===== src/rtl/gat_feat_drain.sv =====
// ============================================================================
// gat_feat_drain: streams a finished GAT layer result out of the feature BRAM
// as an AXI-Stream frame, with credit-based prefetch into a small skid FIFO.
// Revision: 1.0
// ============================================================================
`default_nettype none

module gat_feat_drain #(
    parameter int NEW_FEATURE_WIDTH = 32,
    parameter int NUM_SUBGRAPHS     = 2708,
    parameter int NUM_FEATURE_OUT   = 16,
    parameter int RD_LATENCY        = 2,
    localparam int NEW_FEATURE_DEPTH  = NUM_SUBGRAPHS * NUM_FEATURE_OUT,
    localparam int NEW_FEATURE_ADDR_W = $clog2(NEW_FEATURE_DEPTH),
    localparam int FIFO_DEPTH         = RD_LATENCY + 2
) (
    input  logic                            clk,
    input  logic                            rst,
    input  logic                            drain_start,
    input  logic                            gat_ready,
    output logic [NEW_FEATURE_ADDR_W+1:0]   feat_bram_addrb,
    input  logic [NEW_FEATURE_WIDTH-1:0]    feat_bram_dout,
    output logic [NEW_FEATURE_WIDTH-1:0]    m_tdata,
    output logic                            m_tvalid,
    input  logic                            m_tready,
    output logic                            m_tlast,
    output logic                            m_tuser,
    output logic                            drain_busy,
    output logic                            drain_done,
    output logic [NEW_FEATURE_ADDR_W:0]     drain_word_cnt
);

    localparam int PTR_W  = $clog2(FIFO_DEPTH);
    localparam int CNT_W  = $clog2(FIFO_DEPTH + 1) + 1;
    localparam int FEAT_W = (NUM_FEATURE_OUT > 1) ? $clog2(NUM_FEATURE_OUT) : 1;
    localparam int ENT_W  = NEW_FEATURE_WIDTH + 2;

    localparam logic [CNT_W-1:0]              C_FIFO_DEPTH = CNT_W'(FIFO_DEPTH);
    localparam logic [NEW_FEATURE_ADDR_W-1:0] C_IDX_LAST   = NEW_FEATURE_ADDR_W'(NEW_FEATURE_DEPTH - 1);
    localparam logic [FEAT_W-1:0]             C_FEAT_LAST  = FEAT_W'(NUM_FEATURE_OUT - 1);
    localparam logic [PTR_W-1:0]              C_PTR_LAST   = PTR_W'(FIFO_DEPTH - 1);

    typedef enum logic [2:0] {
        IDLE     = 3'd0,
        WAIT_RDY = 3'd1,
        READ     = 3'd2,
        FLUSH    = 3'd3,
        DONE     = 3'd4
    } state_t;

    state_t                          r_state, w_next;
    logic [NEW_FEATURE_ADDR_W-1:0]   r_idx;
    logic [FEAT_W-1:0]               r_feat;
    logic [NEW_FEATURE_ADDR_W+1:0]   r_addr;
    logic [RD_LATENCY-1:0]           r_vld, r_tag_last, r_tag_user;
    logic [ENT_W-1:0]                r_mem [FIFO_DEPTH];
    logic [PTR_W-1:0]                r_wptr, r_rptr;
    logic [CNT_W-1:0]                r_fcnt;
    logic [NEW_FEATURE_ADDR_W:0]     r_wcnt;

    logic                            w_start_acc, w_issue, w_idx_last, w_feat_last;
    logic                            w_push, w_pop, w_fvalid;
    logic [CNT_W-1:0]                w_inflight;
    logic [ENT_W-1:0]                w_head;

    assign w_start_acc = (r_state == IDLE) && drain_start;
    assign w_idx_last  = (r_idx == C_IDX_LAST);
    assign w_feat_last = (r_feat == C_FEAT_LAST);

    always_comb begin
        w_inflight = '0;
        for (int k = 0; k < RD_LATENCY; k++) begin
            w_inflight = w_inflight + CNT_W'(r_vld[k]);
        end
    end

    // Reads already in flight reserve a FIFO slot, so the FIFO can never overflow.
    assign w_issue = (r_state == READ) && ((r_fcnt + w_inflight) < C_FIFO_DEPTH);

    always_comb begin
        w_next = r_state;
        case (r_state)
            IDLE:     if (drain_start) w_next = WAIT_RDY;
            WAIT_RDY: if (gat_ready) w_next = READ;
            READ:     if (w_issue && w_idx_last) w_next = FLUSH;
            FLUSH:    if ((w_inflight == '0) && (r_fcnt == '0)) w_next = DONE;
            DONE:     w_next = IDLE;
            default:  w_next = IDLE;
        endcase
    end

    always_ff @(posedge clk or posedge rst) begin
        if (rst) begin
            r_state    <= IDLE;
            r_idx      <= '0;
            r_feat     <= '0;
            r_addr     <= '0;
            r_vld      <= '0;
            r_tag_last <= '0;
            r_tag_user <= '0;
        end else begin
            r_state <= w_next;
            if (w_start_acc) begin
                r_idx  <= '0;
                r_feat <= '0;
            end else if (w_issue) begin
                r_addr <= {r_idx, 2'b00};
                if (!w_idx_last) r_idx <= r_idx + NEW_FEATURE_ADDR_W'(1);
                r_feat <= w_feat_last ? '0 : r_feat + FEAT_W'(1);
            end
            r_vld[0]      <= w_issue;
            r_tag_last[0] <= w_issue && w_feat_last;
            r_tag_user[0] <= w_issue && w_idx_last;
            for (int k = 1; k < RD_LATENCY; k++) begin
                r_vld[k]      <= r_vld[k-1];
                r_tag_last[k] <= r_tag_last[k-1];
                r_tag_user[k] <= r_tag_user[k-1];
            end
        end
    end

    // Address is presented combinationally on the issue cycle so data lands RD_LATENCY cycles later.
    assign feat_bram_addrb = w_issue ? {r_idx, 2'b00} : r_addr;

    assign w_push   = r_vld[RD_LATENCY-1];
    assign w_fvalid = (r_fcnt != '0);
    assign w_pop    = w_fvalid && m_tready;

    always_ff @(posedge clk) begin
        if (w_push) begin
            r_mem[r_wptr] <= {r_tag_user[RD_LATENCY-1], r_tag_last[RD_LATENCY-1], feat_bram_dout};
        end
    end

    always_ff @(posedge clk or posedge rst) begin
        if (rst) begin
            r_wptr <= '0;
            r_rptr <= '0;
            r_fcnt <= '0;
            r_wcnt <= '0;
        end else begin
            if (w_push) r_wptr <= (r_wptr == C_PTR_LAST) ? '0 : r_wptr + PTR_W'(1);
            if (w_pop)  r_rptr <= (r_rptr == C_PTR_LAST) ? '0 : r_rptr + PTR_W'(1);
            case ({w_push, w_pop})
                2'b10:   r_fcnt <= r_fcnt + CNT_W'(1);
                2'b01:   r_fcnt <= r_fcnt - CNT_W'(1);
                default: r_fcnt <= r_fcnt;
            endcase
            if (w_start_acc) r_wcnt <= '0;
            else if (w_pop)  r_wcnt <= r_wcnt + (NEW_FEATURE_ADDR_W+1)'(1);
        end
    end

    assign w_head         = r_mem[r_rptr];
    assign m_tvalid       = w_fvalid;
    assign m_tdata        = w_fvalid ? w_head[NEW_FEATURE_WIDTH-1:0] : '0;
    assign m_tlast        = w_fvalid && w_head[NEW_FEATURE_WIDTH];
    assign m_tuser        = w_fvalid && w_head[NEW_FEATURE_WIDTH+1];
    assign drain_busy     = (r_state != IDLE);
    assign drain_done     = (r_state == DONE);
    assign drain_word_cnt = r_wcnt;

endmodule

`default_nettype wire


===== config.mk =====
export PLATFORM = sky130hd
export DESIGN_NAME = gat_feat_drain
export DESIGN_NICKNAME = d
export VERILOG_FILES = /design/src/rtl/gat_feat_drain.sv
export SDC_FILE = /design/constraint.sdc
export NUM_CORES = 1
export LEC_CHECK = 0
export CAP_MARGIN = 20
export CORE_MARGIN = 2
export CORE_UTILIZATION = 30
export CTS_CLUSTER_DIAMETER = 50
export DETAILED_ROUTE_END_ITERATION = 12
export PLACE_DENSITY = 0.51
export SETUP_SLACK_MARGIN = 0.2
export SLEW_MARGIN = 20
export SYNTH_ARGS = -nofsm -noshare
export SYNTH_HDL_FRONTEND = slang
export SYNTH_SLANG_ARGS = --single-unit

===== constraint.sdc =====
create_clock -name clk -period 2.24 [get_ports clk]
set_input_delay 0.448 -clock clk [delete_from_list [all_inputs] [get_ports clk]]
set_output_delay 0.448 -clock clk [all_outputs]
set_load 0.005 [all_outputs]

==> metrics <==
via count=5707; Peak VDD IR=roughly 700 uV; die height=approximately 180 um; maxcap violations=0; boundary pin count=109; Final nets=891; CTS root buffer=clkbuf_16; R2R cell count=14; most frequent cells in the layout=136 x edfxtp_1, 91 x buf_6, 67 x dfrtp_1, 55 x nand2_1, 53 x clkdlybuf4s50_1; Cell Int Power=12.2 mW; Hold Crit Class=in -> async; sequential share of power=between 30% and 40%; total gr overflow=0; Yosys Warn Count=0; layout cells sized above 1=43.8%; fmax=roughly 0.34 GHz; Worst EP required=1790 ps; leakage dissipation=roughly 5.4 nW; Sw Share=approximately 29%; Critical Path Start Type=register; CTS tree=yes; minimum clock period after layout=between 2000 and 3000 ps; fraction of registers with async set/reset=about a third; reg2reg setup slack=-250 ps; Detailed Routing Iterations Pass 1=4; RR Startpoint=r_vld[1]; DP HPWL=roughly 13000 um; I/O Buffers=about 110; Initial Util=roughly 30%; Max transition margin=65.5%; clk_lat worst skew=about 550 ps; Buf/Inv on CP=6; # setup viols final=72; final worst slack=-680 ps; synth top area cells=edfxtp_1 47%, dfrtp_1 21%, mux4_2 8.7%; Post-Place Cells=about 1100; synthesis-stage register bit count=about 210; Rows=62; Tot GR Track Use=13.7%; Final Hold Vio Count=0; Power, Total=17.3 mW; top cell type's share of synthesized area=46.5%; Clock Power Share=about a quarter; Die Wd=approximately 180 um; PD cells=between 1000 and 1500 mW/mm^2; routed len/inst=between 15 and 20 um; Placer Congestion=0.771; Slew Limit Fails=0; CP top delay family=buffers and inverters; via/cell ratio=4.59; first-pass GRT wire length=33500 um; worst slew pin tran=around 500 ps; Logic pwr share=a little over two fifths; Clock Sinks=208; Area Growth Syn to Fin=49.0%; failing checks=negative setup slack; CTS H-Tree Depth=1; fin crit share=130%; # DRC=0; Largest stage delay, worst path=approximately 400 ps; full die area=just over 0.03 mm^2; initial antenna violation count=0; post-synthesis sequential area ratio=67.0%; unrepaired setup endpoints after global routing=yes; ys flop type=edfxtp_1; final WL=20800 um; average size of a mapped cell=14.7 um^2; status=complete, but fails checks; crit end category=output pin; Fin Setup TNS=-25560 ps; critical-path maximum fanout=7; ant diodes=0; CP cell instances=buf_6 > inv_4 > ha_4 > a31oi_4 > mux2i_4 > nand2_4 > inv_4 > buf_6 > buf_16 > nand2_2 > nand2_1 > buf_2; Detail Route Antenna Nets=0; vias in the first global route=between 6000 and 7000; post-synth cell types=46; largest net degree at the start of global routing=35; clock buffers created by TritonCTS=29; DP Worst Slack=-457 ps; post-synthesis net count=650; Mapped Cells=598; reg2reg end=r_idx[4]; Non-Filler Instances=~1200; commonest non-fill, non-tap cell in the layout=edfxtp_1; P_sw=5.07 mW; Critical-path top delay cell=dfrtp_1; crit path DAT=2470 ps; Syn Std Cell Area=about 0.009 mm^2; Worst Path Class, Setup=reg -> out; core box area=roughly 0.029 mm^2; hold-fix buffers at CTS=0; Synth area leader=edfxtp_1; skew final=roughly 15 ps; 1st-iter DRT viols=216; Post-synth EDFFs=between 100 and 150; Clock Path Buffers=3; clock-pin slew on the worst setup and hold paths=approximately 60 ps
## worst register-to-register path, cell delays in order, from the launching register on
cell     delay, ps
dfrtp_1        400
buf_6          130
inv_4           50
ha_4           200
a31oi_4        210
mux2i_4        280
buf_4          140
buf_6           80
buf_6           80
buf_6           80
buf_6           80
buf_6          110
and3_4         230
nand4_1        120
mux2i_1        150
## stage by stage
step	util (%)	hold WS (ps)	area, um^2
floorplan	-	331	8880
global placement	37.3	333	10700
detailed placement	37.3	343	10700
CTS	44.0	286	12700
global route	45.5	312	13100
finish	45.5	292	13100
## metal layers
metal	up-vias	part of all wire, %	wire [um]	GRT usage (%)
li1	2667	-	-	-
met1	2851	42	8710	16.9
met2	154	52	10700	24.8
met3	35	4.6	960	2.59
met4	0	2.0	410	3.09
met5	-	0	0	0
## cell usage after synthesis (2+ instances only)
| library cell | instances |
|---|---|
| edfxtp_1 | 136 |
| nand2_1 | 96 |
| dfrtp_1 | 72 |
| and2_1 | 44 |
| nor2_1 | 35 |
| mux4_2 | 34 |
| xor2_1 | 21 |
| nand4_1 | 18 |
| ha_1 | 14 |
| nand3_1 | 14 |
| clkbuf_1 | 13 |
| inv_1 | 12 |
| buf_2 | 10 |
| mux2i_1 | 9 |
| nor3_1 | 7 |
| a21oi_1 | 6 |
| o21ai_0 | 6 |
| and3_1 | 5 |
| xnor2_1 | 4 |
| a31o_2 | 3 |
| and4_1 | 3 |
| nor3b_1 | 3 |
| nor4bb_1 | 3 |
| a21o_1 | 2 |
| a41o_1 | 2 |
| buf_4 | 2 |
| buf_6 | 2 |
| inv_2 | 2 |
| nand2b_1 | 2 |
| or3_1 | 2 |
## sequential cells by signal (all words and copies together), names as in the netlist
signal	cells
r_tag_user	2
r_vld	2
r_idx	16
r_fcnt	4
r_state	3
r_tag_last	2
r_mem	136
drain_word_cnt	17
r_rptr	2
r_wptr	2
r_addr	18
r_feat	4
## layout make-up
type                    count  area [um^2]
multi-input cells         348         3110
inverters                  14         66.3
repair buffers            238         2560
flip-flops and latches    208         5890
well taps                 384          480
clock buffers              38          791
clock inverters            14          174
fillers                  2525        15700
## timing repair
| action | 4_1_cts | 5_1_grt |
|---|---|---|
| setup endpoints to repair | 66 | 89 |
| pin swaps | 44 | 25 |
| cloned | 5 | 0 |
| resized for setup | 364 | 74 |
| setup buffers | 62 | 20 |
## power by group through the flow
stage / Clock, mW / Sequential, mW / Combinational [mW]
final: 4.52 / 5.20 / 7.60
after global routing: 4.78 / 5.27 / 8.22
after CTS: 4.63 / 5.16 / 7.14
after detailed placement: 0 / 5.22 / 5.34
after global placement: 0 / 5.18 / 5.25
after floorplan: 0 / 5.11 / 2.86
## cell families after synthesis
group	Yosys count	share of synthesized area [%]
multiplexers	45	10.1
AND/OR/NAND/NOR	240	13.9
buffers and inverters	42	2.21
XOR/XNOR	25	2.49
AO/OA/AOI/OAI	23	2.00
flip-flops	208	67.0
adder cells (fa/ha/maj)	15	2.22
## worst max path at each step
stage | startpoint | end | slack [ps] | cells past startpoint
final | r_vld[1] | feat_bram_addrb[4] | -680 | 12
after global routing | r_vld[1] | feat_bram_addrb[17] | -800 | 12
after CTS | r_vld[0] | feat_bram_addrb[4] | -740 | 11
after detailed placement | r_vld[1] | feat_bram_addrb[15] | -460 | 10
after global placement | r_vld[1] | feat_bram_addrb[11] | -390 | 10
after floorplan | r_vld[1] | feat_bram_addrb[1] | -30 | 8
(Power assumes the default switching activity.)
